### src/rtl/cache_gen_pkg.sv
// Shared encodings and the LFSR step function for the cache access generator.
package cache_gen_pkg;

    localparam logic [1:0] MODE_SEQ    = 2'd0;
    localparam logic [1:0] MODE_STRIDE = 2'd1;
    localparam logic [1:0] MODE_RANDOM = 2'd2;
    localparam logic [1:0] MODE_LOOP   = 2'd3;

    typedef enum logic [1:0] {
        ST_IDLE  = 2'd0,
        ST_ISSUE = 2'd1,
        ST_WAIT  = 2'd2,
        ST_DONE  = 2'd3
    } gen_state_t;

    localparam logic [15:0] LFSR_DEFAULT_SEED = 16'hACE1;

    // Fibonacci step for x^16+x^14+x^13+x^11+1, shifting left, feedback into bit 0.
    function automatic logic [15:0] lfsr_step(input logic [15:0] s);
        return {s[14:0], s[15] ^ s[13] ^ s[12] ^ s[10]};
    endfunction

endpackage

### src/rtl/cache_lfsr16.sv
// 16-bit Fibonacci LFSR with synchronous load and advance enable; a zero seed loads the default.
module cache_lfsr16
    import cache_gen_pkg::*;
(
    input  logic        clk,
    input  logic        rst,
    input  logic        load,
    input  logic [15:0] seed,
    input  logic        advance,
    output logic [15:0] state
);

    always_ff @(posedge clk or negedge rst) begin
        if (!rst) begin
            state <= LFSR_DEFAULT_SEED;
        end else if (load) begin
            state <= (seed == 16'h0000) ? LFSR_DEFAULT_SEED : seed;
        end else if (advance) begin
            state <= lfsr_step(state);
        end
    end

endmodule

### src/rtl/cache_access_gen.sv
// Cache access generator: issues a programmed run of reads and tallies L1/L2 hits and misses.
// Define ACCESS_GEN_TIMEOUT_EN to bound each response wait and add the sticky timeout_err output.
module cache_access_gen
    import cache_gen_pkg::*;
#(
    parameter int ADDR_W         = 11,
    parameter int CNT_W          = 16,
    parameter int LOOP_LEN       = 64,
    parameter int TIMEOUT_CYCLES = 32
) (
    input  logic              clk,
    input  logic              rst,
    input  logic              start,
    input  logic [1:0]        mode,
    input  logic [CNT_W-1:0]  num_accesses,
    input  logic [ADDR_W-1:0] base_addr,
    input  logic [ADDR_W-1:0] stride,
    input  logic [15:0]       seed,
    input  logic              resp_valid,
    input  logic              l1_hit,
    input  logic              l2_hit,
    output logic [ADDR_W-1:0] addr,
    output logic              read,
    output logic              busy,
    output logic              done,
    output logic [CNT_W-1:0]  access_idx,
    output logic [CNT_W-1:0]  l1_hits,
    output logic [CNT_W-1:0]  l2_hits,
    output logic [CNT_W-1:0]  misses
`ifdef ACCESS_GEN_TIMEOUT_EN
    ,
    output logic              timeout_err
`endif
);

    localparam logic [ADDR_W-1:0] LOOP_MASK = ADDR_W'(LOOP_LEN - 1);

    gen_state_t        state;
    logic [1:0]        mode_q;
    logic [CNT_W-1:0]  num_q;
    logic [ADDR_W-1:0] base_q;
    logic [ADDR_W-1:0] stride_q;
    logic [ADDR_W-1:0] first_addr;
    logic [ADDR_W-1:0] next_addr;
    logic [ADDR_W-1:0] rand_next;
    logic [CNT_W-1:0]  next_idx;
    logic [15:0]       seed_eff;
    logic [15:0]       lfsr_state;
    logic              start_run;
    logic              take;
    logic              timeout_hit;

    function automatic logic [CNT_W-1:0] sat_inc(input logic [CNT_W-1:0] v);
        return (v == '1) ? v : v + CNT_W'(1);
    endfunction

    assign start_run  = (state == ST_IDLE) && start;
    assign seed_eff   = (seed == 16'h0000) ? LFSR_DEFAULT_SEED : seed;
    assign first_addr = (mode == MODE_RANDOM) ? seed_eff[ADDR_W-1:0] : base_addr;
    assign take       = (state == ST_WAIT) && (resp_valid || timeout_hit);
    assign next_idx   = access_idx + CNT_W'(1);
    assign rand_next  = ADDR_W'(lfsr_step(lfsr_state));

    cache_lfsr16 u_lfsr (
        .clk     (clk),
        .rst     (rst),
        .load    (start_run),
        .seed    (seed_eff),
        .advance (take),
        .state   (lfsr_state)
    );

    // The RANDOM address uses the post-advance LFSR value so it lines up with the register update.
    always_comb begin
        next_addr = addr;
        case (mode_q)
            MODE_SEQ:    next_addr = addr + ADDR_W'(1);
            MODE_STRIDE: next_addr = addr + stride_q;
            MODE_RANDOM: next_addr = rand_next;
            MODE_LOOP:   next_addr = base_q + (ADDR_W'(next_idx) & LOOP_MASK);
            default:     next_addr = addr;
        endcase
    end

`ifdef ACCESS_GEN_TIMEOUT_EN
    localparam int WAIT_W = $clog2(TIMEOUT_CYCLES + 1);

    logic [WAIT_W-1:0] wait_cnt;

    assign timeout_hit = (state == ST_WAIT) && !resp_valid &&
                         (wait_cnt == WAIT_W'(TIMEOUT_CYCLES - 1));

    always_ff @(posedge clk or negedge rst) begin
        if (!rst) begin
            wait_cnt    <= '0;
            timeout_err <= 1'b0;
        end else begin
            if ((state != ST_WAIT) || take) begin
                wait_cnt <= '0;
            end else begin
                wait_cnt <= wait_cnt + WAIT_W'(1);
            end
            if (start_run) begin
                timeout_err <= 1'b0;
            end else if (timeout_hit) begin
                timeout_err <= 1'b1;
            end
        end
    end
`else
    assign timeout_hit = 1'b0;
`endif

    always_ff @(posedge clk or negedge rst) begin
        if (!rst) begin
            state      <= ST_IDLE;
            mode_q     <= MODE_SEQ;
            num_q      <= '0;
            base_q     <= '0;
            stride_q   <= '0;
            addr       <= '0;
            read       <= 1'b0;
            busy       <= 1'b0;
            done       <= 1'b0;
            access_idx <= '0;
            l1_hits    <= '0;
            l2_hits    <= '0;
            misses     <= '0;
        end else begin
            read <= 1'b0;
            done <= 1'b0;
            unique case (state)
                ST_IDLE: begin
                    if (start) begin
                        mode_q     <= mode;
                        num_q      <= num_accesses;
                        base_q     <= base_addr;
                        stride_q   <= stride;
                        addr       <= first_addr;
                        access_idx <= '0;
                        l1_hits    <= '0;
                        l2_hits    <= '0;
                        misses     <= '0;
                        if (num_accesses == '0) begin
                            state <= ST_DONE;
                        end else begin
                            state <= ST_ISSUE;
                            read  <= 1'b1;
                            busy  <= 1'b1;
                        end
                    end
                end
                ST_ISSUE: begin
                    state <= ST_WAIT;
                end
                ST_WAIT: begin
                    if (take) begin
                        // A timed-out access is always a miss, whatever the flag inputs say.
                        if (timeout_hit || (!l1_hit && !l2_hit)) begin
                            misses <= sat_inc(misses);
                        end else if (l1_hit) begin
                            l1_hits <= sat_inc(l1_hits);
                        end else begin
                            l2_hits <= sat_inc(l2_hits);
                        end
                        access_idx <= next_idx;
                        if (next_idx == num_q) begin
                            state <= ST_DONE;
                            busy  <= 1'b0;
                        end else begin
                            addr  <= next_addr;
                            state <= ST_ISSUE;
                            read  <= 1'b1;
                        end
                    end
                end
                ST_DONE: begin
                    done  <= 1'b1;
                    state <= ST_IDLE;
                end
                default: begin
                    state <= ST_IDLE;
                    busy  <= 1'b0;
                end
            endcase
        end
    end

endmodule

### config.mk
export PLATFORM = sky130hd
export DESIGN_NAME = cache_access_gen
export DESIGN_NICKNAME = d
export VERILOG_FILES = /design/src/rtl/cache_gen_pkg.sv /design/src/rtl/cache_lfsr16.sv /design/src/rtl/cache_access_gen.sv
export SDC_FILE = /design/constraint.sdc
export NUM_CORES = 1
export LEC_CHECK = 0
export CAP_MARGIN = 20
export CORE_UTILIZATION = 50
export DETAILED_ROUTE_END_ITERATION = 10
export GPL_ROUTABILITY_DRIVEN = 0
export GPL_TIMING_DRIVEN = 0
export PLACE_DENSITY_LB_ADDON = 0.08
export SETUP_SLACK_MARGIN = 0.05
export SLEW_MARGIN = 20
export SYNTH_ARGS = -nofsm -noshare
export SYNTH_HDL_FRONTEND = slang
export SYNTH_SLANG_ARGS = --single-unit
export TNS_END_PERCENT = 5
### constraint.sdc
create_clock -name clk -period 4.6 [get_ports clk]
set_clock_uncertainty 0.2 [all_clocks]
set_input_delay 0.92 -clock clk [delete_from_list [all_inputs] [get_ports clk]]
set_output_delay 0.92 -clock clk [all_outputs]
set_load 0.05 [all_outputs]
==> qor.txt, run 1 <==
YS warnings = 0
Min cycle time layout = 4.02 ns
Worst Tran Pin Value = 0.876 ns
Routed WL = 23.6 mm
Most frequent cell after synthesis = nand2_1
CP Cell Sequence = clkbuf_1 > inv_1 > or3_1 > ha_1 > fa_1 > a21oi_1 > o2111ai_1 > a41oi_1 > xnor2_1 > nand2b_1 > o21ai_0 > a31oi_1 > o211ai_1
Slowest-stage cell, CP = clkbuf_1
# rows = 45
Global-route wire length before repair = 37.7 mm
Largest net degree at the start of global routing = 77
Endpoints failing hold = 0
#FFs+latches synth = 136
Root Driver = clkbuf_16
Worst path bufs/invs = 2
Leak = 0.00449 µW
Htree depth = 4
CTS Buf Count = 17
EDFF count, synth = 0
Critical Path RT = 4.71 ns
Clock Tree Buf Depth = 2
Net Count, Synth = 1008
Reg clk slew, reported paths = 0.06 ns
ANT nets after route = 0
# resized after CTS = 0
Drt first-iter violations = 748
Max Fclk = 249 MHz
CP Capture Type = flop
Setup TNS = 0 ns
Crit path max-delay family = compound AO/OA/AOI/OAI gates
Max-Cap Viols = 0
Area Overhead vs Synth = 29.3%
Layout cell share with drive strength beyond 1 = 7.12%
Clock sinks = 136
Outcome = finished clean
GRT Total Usage = 30.0%
Crit-path max cell delay = 0.44 ns
Post-CTS setup buffers = 0
Post-synth cell types = 73
CTS tree = built
Worst reg-to-reg setup slack = 0.58 ns
Number of global-route vias before repair = 7421
Syn_area_per_cell = 8.64 µm²
Final Power = 6100 µW
DIE AREA = 16500 µm²
Ports = 140
Via count = 7425
Per-cell routed wire length = 18.1 µm
Top cell type's share of synthesized area = 40.1%
Die H = 128 µm
DP Wirelength = 17.0 mm
Critical path class = flop to flop
RSZ-0062 raised after global routing = no
Pins Over Slew Limit = 0
Area leader, netlist = dfrtp_1
Max-slew headroom = 40.7%
Hold-fix buffers, CTS = 0
Post-Synthesis Cells = 924
Clk_lat worst skew = 0.43 ns
Pwr dens = 591 nW/µm²
Period utilization = 87.3%
Critical-path maximum fanout = 10
Die extent in x = 128 µm
Arrival @ worst endpoint = 4.12 ns
Port bufs = 139
Critical R2R Launch = mode_q[0]
Seq/Total Area, Yosys = 42.7%
Avg Vias per Cell = 5.69
GRT overflow = 0
Total Nets Final = 1167
Worst min path class = primary input to asynchronous set/reset pin
Initial core utilization = 51.9%
Synth top area cells = dfrtp_1, nand2_1, xor2_1, nor2_1, o21ai_0
Ant diodes = 0
Initial antenna violation count = 0
DRC Markers = 0
Worst Setup SP = mode_q[0]
Core box area = 15400 µm²
Share of synthesized registers carrying an async set or reset = 100%
Post-Syn Area = 7990 µm²
Worst VDD drop = 0.000344 V
Pre-antenna DRT Iters = 5
Endpoint of the most critical register-to-register path = addr[10]
Worst Reg2Reg Path Length in Cells = 13
Setup-failing EPs final = 0
Synth Flop Type = dfrtp_1
Top cells by count, synth = nand2_1, dfrtp_1, nor2_1, o21ai_0, xor2_1
Worst Setup Start Kind = flop
[worst max-delay path by stage]
stage / depth (start not counted) / slack [ns] / end
global placement: 1 / -3.18 / l2_hits[10]
global route: 13 / 0.34 / addr[9]
detailed placement: 11 / 0.48 / l1_hits[9]
CTS: 13 / 0.71 / addr[10]
floorplan: 12 / 1.18 / addr[8]
finish: 13 / 0.58 / addr[10]
[cell families after synthesis]
| family | share of synthesized area, % |
|---|---|
| AO/OA/AOI/OAI | 13.1 |
| XOR/XNOR | 8.54 |
| adder cells (fa/ha/maj) | 3.64 |
| buffers and inverters | 3.98 |
| flip-flops | 42.7 |
| multiplexers | 2.08 |
| AND/OR/NAND/NOR | 25.9 |
[metal layers]
layer / global-route usage, % / wire, µm / vias to the layer above
met4: 11.1 / 680 / 0
met3: 9.23 / 2150 / 55
met1: 39.0 / 10200 / 3542
li1: - / - / 3523
met5: 0 / 0 / -
met2: 47.0 / 10500 / 305
[final cells by class]
cell class                 count  area [µm²]
buffer                        50         243
clock buffer                  17         425
timing repair buffer         140        1420
inverter                      20        75.1
clock inverter                14         223
fill                        1351        5050
sequential                   136        3410
multi-input combinational    718        4250
tap                          211         264
[report_power, final]
group	total, µW	switching, µW	internal, µW
Combinational	2740	1710	1030
Clock	1520	560	964
Sequential	1840	279	1560
Total	6100	2550	3550
[sequential cells by signal, indices dropped and copies added, names as in the netlist]
signal and cells:
state 2, read 1, access_idx 16, l2_hits 16
stride_q 11, mode_q 2, misses 16, u_lfsr.state 16
done 1, l1_hits 16, num_q 16, addr 11
busy 1, base_q 11
[cells in the final DEF (no fill, tap or decap), types with 10 or more instances in the layout]
master,instances
inv_1,20
o21ai_0,61
nand4_1,23
a21oi_1,24
xnor2_1,30
nor4_1,10
nor3_1,20
nand3_1,35
and2_1,16
dfrtp_1,128
clkbuf_16,17
nor2_1,85
nand2_1,202
xor2_1,46
a31oi_1,15
ha_1,20
clkdlybuf4s50_1,138
clkbuf_1,37
[metrics by stage]
step / setup WS [ns] / util [%] / area, µm² / instances / hold WS, ns
floorplan: 1.18 / - / 7990 / 924 / 0.237
global placement: -3.18 / 62.7 / 9640 / 1274 / 0.253
detailed placement: 0.484 / 62.9 / 9670 / 1275 / 0.254
CTS: 0.715 / 67.1 / 10300 / 1306 / 0.242
global route: 0.341 / 67.1 / 10300 / 1306 / 0.262
finish: 0.584 / 67.1 / 10300 / 1306 / 0.232
[worst reg2reg max path, delay by kind of cell (launching register included)]
family,cells,cell delay (ns)
AO/OA/AOI/OAI,6,1.34
XOR/XNOR,1,0.16
adder cells (fa/ha/maj),2,0.63
buffers and inverters,2,0.71
flip-flops,1,0.36
AND/OR/NAND/NOR,2,0.50
Note: power is estimated with default switching activity, not from simulation.
==> run 2, diff against run 1 <==
- CORE_MARGIN: unset -> 1
==> results of run 2 <==
The final DEF is identical to that of run 1; final timing and power are the same.
